**config.mk**
```make
export PLATFORM = sky130hd
export DESIGN_NAME = drm_sdp_stream_reader
export DESIGN_NICKNAME = d
export VERILOG_FILES = /design/src/rtl/drm_pkg.sv /design/src/rtl/drm_skid_buf.sv /design/src/rtl/drm_sdp_stream_reader.sv
export SDC_FILE = /design/constraint.sdc
export NUM_CORES = 1
export LEC_CHECK = 0
export ABC_CLOCK_PERIOD_IN_PS = 3440
export CORE_ASPECT_RATIO = 1.75
export CORE_MARGIN = 5
export CORE_UTILIZATION = 50
export DETAILED_ROUTE_END_ITERATION = 10
export GPL_ROUTABILITY_DRIVEN = 0
export HOLD_SLACK_MARGIN = 0.08
export PLACE_DENSITY = 0.8
export SKIP_CTS_REPAIR_TIMING = 1
export SLEW_MARGIN = 15
export SYNTH_ARGS = -nofsm -noshare
export SYNTH_HDL_FRONTEND = slang
export SYNTH_HIERARCHICAL = 1
export SYNTH_SLANG_ARGS = --single-unit
```
**constraint.sdc**
```tcl
create_clock -name rd_clk_i -period 3.44 [get_ports rd_clk_i]
set_clock_uncertainty 0.15 [all_clocks]
set_input_delay 0.344 -clock rd_clk_i [delete_from_list [all_inputs] [get_ports rd_clk_i]]
set_output_delay 0.344 -clock rd_clk_i [all_outputs]
set_load 0.01 [all_outputs]
```
**src/rtl/drm_pkg.sv**
```systemverilog
// ============================================================================
// Module   : drm_pkg
// Purpose  : Shared widths, pointer type and pointer arithmetic for the
//            DRM simple-dual-port FIFO read path.
// Revision : 1.0  initial release
// ============================================================================
`default_nettype none

package drm_pkg;

  localparam int DRM_ADDR_WIDTH = 8;
  localparam int DRM_DATA_WIDTH = 34;

  // Extra msb is the wrap bit that tells full from empty.
  typedef logic [DRM_ADDR_WIDTH:0] ptr_t;

  function automatic ptr_t ptr_diff(input ptr_t a, input ptr_t b);
    return a - b;
  endfunction

endpackage

`default_nettype wire

```
**src/rtl/drm_skid_buf.sv**
```systemverilog
// ============================================================================
// Module   : drm_skid_buf
// Purpose  : Two-entry valid/ready output buffer (head + skid) with a capture
//            input from the RAM and a free-slot count for the issue logic.
// Revision : 1.0  initial release
// ============================================================================
`default_nettype none

module drm_skid_buf
  import drm_pkg::*;
#(
  parameter int DATA_WIDTH = DRM_DATA_WIDTH
) (
  input  logic                  clk_i,
  input  logic                  rst_ni,
  input  logic                  flush_i,
  input  logic                  cap_valid_i,
  input  logic [DATA_WIDTH-1:0] cap_data_i,
  input  logic                  pop_i,
  output logic                  valid_o,
  output logic [DATA_WIDTH-1:0] data_o,
  output logic [1:0]            free_o
);

  logic [1:0]            cnt_q, cnt_d;
  logic [DATA_WIDTH-1:0] head_q, head_d;
  logic [DATA_WIDTH-1:0] skid_q, skid_d;

  // pop_i is already qualified with valid_o by the parent.
  always_comb begin
    cnt_d  = cnt_q;
    head_d = head_q;
    skid_d = skid_q;
    if (flush_i) begin
      cnt_d = 2'd0;
    end else begin
      case (cnt_q)
        2'd0: begin
          if (cap_valid_i) begin
            head_d = cap_data_i;
            cnt_d  = 2'd1;
          end
        end
        2'd1: begin
          if (pop_i && cap_valid_i) begin
            head_d = cap_data_i;
          end else if (pop_i) begin
            cnt_d = 2'd0;
          end else if (cap_valid_i) begin
            skid_d = cap_data_i;
            cnt_d  = 2'd2;
          end
        end
        default: begin
          if (pop_i) begin
            head_d = skid_q;
            if (cap_valid_i) begin
              skid_d = cap_data_i;
            end else begin
              cnt_d = 2'd1;
            end
          end
        end
      endcase
    end
  end

  always_ff @(posedge clk_i) begin
    if (!rst_ni) begin
      cnt_q  <= 2'd0;
      head_q <= '0;
      skid_q <= '0;
    end else begin
      cnt_q  <= cnt_d;
      head_q <= head_d;
      skid_q <= skid_d;
    end
  end

  assign valid_o = (cnt_q != 2'd0);
  assign data_o  = head_q;
  assign free_o  = 2'd2 - cnt_q;

endmodule

`default_nettype wire

```
**src/rtl/drm_sdp_stream_reader.sv**
```systemverilog
// ============================================================================
// Module   : drm_sdp_stream_reader
// Purpose  : Read-side controller turning the 34x256 SDP RAM into a streaming
//            FIFO read port with prefetch, flush and consumed-pointer return.
// Revision : 1.0  initial release
// ============================================================================
`default_nettype none

module drm_sdp_stream_reader
  import drm_pkg::*;
#(
  parameter int ADDR_WIDTH  = DRM_ADDR_WIDTH,
  parameter int DATA_WIDTH  = DRM_DATA_WIDTH,
  parameter int RAM_LATENCY = 1
) (
  input  logic                  rd_clk_i,
  input  logic                  rd_rst_n_i,
  input  logic [ADDR_WIDTH:0]   wr_ptr_i,
  output logic [ADDR_WIDTH:0]   rd_ptr_o,
  output logic [ADDR_WIDTH-1:0] ram_rd_addr_o,
  input  logic [DATA_WIDTH-1:0] ram_rd_data_i,
  input  logic                  flush_i,
  output logic                  m_valid_o,
  output logic [DATA_WIDTH-1:0] m_data_o,
  input  logic                  m_ready_i,
  output logic [ADDR_WIDTH:0]   level_o
);

  logic [ADDR_WIDTH:0] iptr_q, iptr_d;
  logic [ADDR_WIDTH:0] rd_ptr_q, rd_ptr_d;
  logic                inflight_q, inflight_d;
  logic [1:0]          free;
  logic                pop, avail, issue, cap;
  logic [2:0]          demand;

  assign pop   = m_valid_o & m_ready_i;
  assign avail = (iptr_q != wr_ptr_i);
  // Only the single-cycle RAM read path exists; the returning word is the in-flight one.
  assign cap   = inflight_q & (RAM_LATENCY == 1);

  // Slots that will be spoken for after this cycle's pop, counting the word in flight.
  assign demand = 3'd2 - {1'b0, free} + {2'b00, inflight_q} - {2'b00, pop};
  assign issue  = avail & (demand < 3'd2);

  always_comb begin
    iptr_d     = iptr_q;
    rd_ptr_d   = rd_ptr_q;
    inflight_d = 1'b0;
    if (flush_i) begin
      iptr_d   = wr_ptr_i;
      rd_ptr_d = wr_ptr_i;
    end else begin
      if (issue) begin
        iptr_d     = iptr_q + 1'b1;
        inflight_d = 1'b1;
      end
      if (pop) begin
        rd_ptr_d = rd_ptr_q + 1'b1;
      end
    end
  end

  always_ff @(posedge rd_clk_i) begin
    if (!rd_rst_n_i) begin
      iptr_q     <= '0;
      rd_ptr_q   <= '0;
      inflight_q <= 1'b0;
    end else begin
      iptr_q     <= iptr_d;
      rd_ptr_q   <= rd_ptr_d;
      inflight_q <= inflight_d;
    end
  end

  drm_skid_buf #(
    .DATA_WIDTH (DATA_WIDTH)
  ) u_skid_buf (
    .clk_i       (rd_clk_i),
    .rst_ni      (rd_rst_n_i),
    .flush_i     (flush_i),
    .cap_valid_i (cap),
    .cap_data_i  (ram_rd_data_i),
    .pop_i       (pop),
    .valid_o     (m_valid_o),
    .data_o      (m_data_o),
    .free_o      (free)
  );

  assign ram_rd_addr_o = iptr_q[ADDR_WIDTH-1:0];
  assign rd_ptr_o      = rd_ptr_q;
  assign level_o       = ptr_diff(wr_ptr_i, rd_ptr_q);

endmodule

`default_nettype wire

```
==> results by group <==
Worst hold path
  • Tightest Hold Check Type: flop to flop
  • Hold EP: u_skid_buf/data_o[26]
  • Worst hold path stage count: 1
  • HP Start: u_skid_buf/data_o[26]

Placed design
  • Placed cells: between 600 and 700
  • IO Port Bufs: around 110
  • Post-DP HPWL: ~8300 microns

STA
  • Tmin final: 3.28 ns
  • FMAX: 304 MHz
  • Slew HR: 0.537
  • # setup viols final: 0
  • Tcrit/Tclk final: 0.955
  • Final Max Tran Viols: 0
  • Final hold vios: 0
  • RSZ-0062 raised after global routing: no
  • Worst-Margin Slew: between 0.6 and 0.7 ns

Power
  • Worst VDD drop: 0.000295 V
  • LEAKAGE: 2.74 nW
  • Clock power frac: 0.385
  • Switching power total: 724 uW
  • Switching Share: 0.258
  • Internal power: between 2 and 2.5 mW
  • Seq pwr share: 0.406
  • Gate power share: 0.209
  • Pwr dens: about 470 nW/um^2

CTS
  • H-tree depth: 3
  • CTS Buf Count: 9
  • Clock sinks: just under 90
  • TritonCTS clock tree: done
  • Reg clk slew, reported paths: approximately 0.060 ns
  • CTS max path bufs: 2
  • Clk_lat worst skew: around 0.33 ns
  • Root Driver: clkbuf_16

Logic synthesis
  • Top post-synthesis cells by area: dfxtp_1, mux2i_1, o211a_1, nor2b_1, xnor2_1
  • Seq cells post-synth: ~90
  • Cell area after synthesis: between 4000 and 5000 sq um
  • Yosys top cell area share: 0.390
  • Synth unique cells: 45
  • Cell count after synthesis: approximately 500
  • Yosys top cell by area: dfxtp_1
  • Net count after synthesis: roughly 550
  • Mean Syn Cell Area: 9.28 sq um
  • Ys Warns: 6
  • Seq/Total Area, Yosys: 0.390

GRT
  • All-Layer GR Usage: 0.211
  • Vias in the first global route: approximately 4000
  • First-pass GRT wire length: roughly 19000 microns
  • Remaining global-route overflow: 0
  • GR Util met2: 0.389
  • Initial antenna violation count: 0
  • Gr busiest metal: met2
  • Met3 usage: 0.0265
  • GRT met1 Usage: 0.227
  • Largest net degree at the start of global routing: 69

Drt
  • Pre-antenna DRT Iters: 4
  • Post-route ant nets: 0
  • # DRC: 0
  • DR vias: slightly below 4000
  • WL final: around 12000 microns
  • Initial DRC Count: 151
  • Vias per cell: 5.51
  • WL/cell: about 16 microns

Worst setup path
  • Crit. End Element: output port
  • Worst reg2reg setup slack: around 0.6 ns
  • CP Launch Type: input pin
  • Critical Path Fanout Max: 3
  • FF-to-FF End: u_skid_buf/data_o[24]
  • Worst R2R Start: u_skid_buf/cnt_q[0]
  • CP Class: input pin to output port
  • R2R depth: 10
  • Crit path from: wr_ptr_i[1]
  • Data required, critical path: 2.95 ns
  • Arrival @ worst endpoint: ~2.8 ns

Layout
  • Final nets: ~650
  • Commonest non-fill, non-tap cell in the layout: clkdlybuf4s50_1
  • Post-layout util: 0.670
  • # fillers: slightly below 800
  • Most frequent cells in the layout: clkdlybuf4s50_1, dfxtp_1, mux2i_1, nand2_1, nor2b_1
  • Area grow syn2layout: 31.7%
  • Non-Filler Instances: roughly 710
  • Fraction of layout cells with a size suffix above 1: 0.0663
  • N_diodes: 0

Floorplan
  • Core box area: 8980 sq um
  • Site Rows: 46
  • Initial core utilization: 0.508
  • Die area: 11200 sq um
  • DIE HEIGHT: 136 microns
  • # IOs: 108
  • Die X: 82.2 microns

Status
  • Outcome: complete, no violations

Run
  • Max cap viols: 0
==> power groups by stage <==
stage,Combinational (mW),Clock (mW),Sequential [mW]
6_report,0.588,1.08,1.14
5_1_grt,0.640,1.14,1.15
4_1_cts,0.592,1.10,1.14
3_5_place_dp,0.588,0,1.16
3_3_place_gp,0.578,0,1.16
2_1_floorplan,0.296,0,1.17
==> worst max-delay path: stages <==
cell and delay, ns:
clkdlybuf4s50_1 0.48, buf_4 0.18, ha_1 0.28, nor2b_1 0.13, o21ai_0 0.22, a21oi_1 0.13
o31ai_1 0.30, xnor2_1 0.15, clkdlybuf4s50_1 0.56
==> how the worst max path moves through the flow <==
stage,endpoint,slack (ns)
floorplan,iptr_q[7],0.22
global placement,level_o[8],-0.03
detailed placement,level_o[8],-0.08
CTS,level_o[8],-0.10
global route,level_o[7],0.04
finish,level_o[7],0.16
==> cells by family (layout without fill, tap and decap cells) <==
family	after synthesis	count (layout)	synth area share
compound gates	105	105	0.175
mux	52	52	0.114
xor+xnor	28	28	0.0554
fa+ha+maj	15	15	0.0428
simple gates	144	144	0.160
buf+inv	59	155	0.0628
flops	89	89	0.390
==> per-stage QoR <==
| step | total power, mW | setup TNS [ns] | setup WS (ns) | cell area, sq um | hold WS, ns |
|---|---|---|---|---|---|
| 2_1_floorplan | 1.47 | 0 | 0.220 | 4560 | 0.335 |
| 3_3_place_gp | 1.74 | -0.0331 | -0.0331 | 5660 | 0.332 |
| 3_5_place_dp | 1.75 | -0.0766 | -0.0766 | 5660 | 0.336 |
| 4_1_cts | 2.83 | -0.102 | -0.102 | 6000 | 0.351 |
| 5_1_grt | 2.92 | 0 | 0.0389 | 6010 | 0.362 |
| 6_report | 2.81 | 0 | 0.156 | 6010 | 0.347 |
==> area by class of cell <==
class / count / area, sq um / area share
multi-input combinational: 344 / 2510 / 0.417
tap: 120 / 150 / 0.0250
sequential: 89 / 1780 / 0.296
clock buffer: 11 / 253 / 0.0420
timing repair buffer: 119 / 1160 / 0.193
inverter: 20 / 75.1 / 0.0125
clock inverter: 5 / 85.1 / 0.0141
==> state kept, by name (all words and copies together) (netlist names) <==
name               flops
cap                    1
rd_ptr_o               9
u_skid_buf/cnt_q       2
u_skid_buf/data_o     34
iptr_q                 9
u_skid_buf/skid_q     34
==> cells in the mapped netlist <==
library cell   n
a2111oi_0      1
a2111oi_4      1
a211oi_1       2
a21boi_0       1
a21o_1         1
a21oi_1       16
a21oi_2        1
a2bb2oi_1      2
a31oi_1        4
and2_1         1
and3_1         6
buf_2          7
buf_4         15
clkbuf_1      17
dfxtp_1       89
fa_1           1
ha_1          14
inv_1         19
inv_2          1
mux2i_1       52
nand2_1       50
nand2b_1       5
nand3_1       23
nand3_2        1
nand4_1        1
nor2_1         7
nor2b_1       37
nor3_1         5
nor3b_1        1
nor4_1         1
o211a_1       34
o211ai_1       2
o21ai_0       32
o22ai_1        1
o311ai_0       2
o311ai_2       1
o31ai_1        2
o31ai_4        1
o41ai_1        1
or2_2          1
or3_1          4
or4_1          1
xnor2_1       22
xor2_1         5
xor2_2         1
==> per-layer routing <==
layer	up-vias	routed length (microns)
met2	104	6230
met3	19	445
met4	0	334
met5	-	0
li1	1891	-
met1	1885	4530
Power figures use the tool's default switching activity.
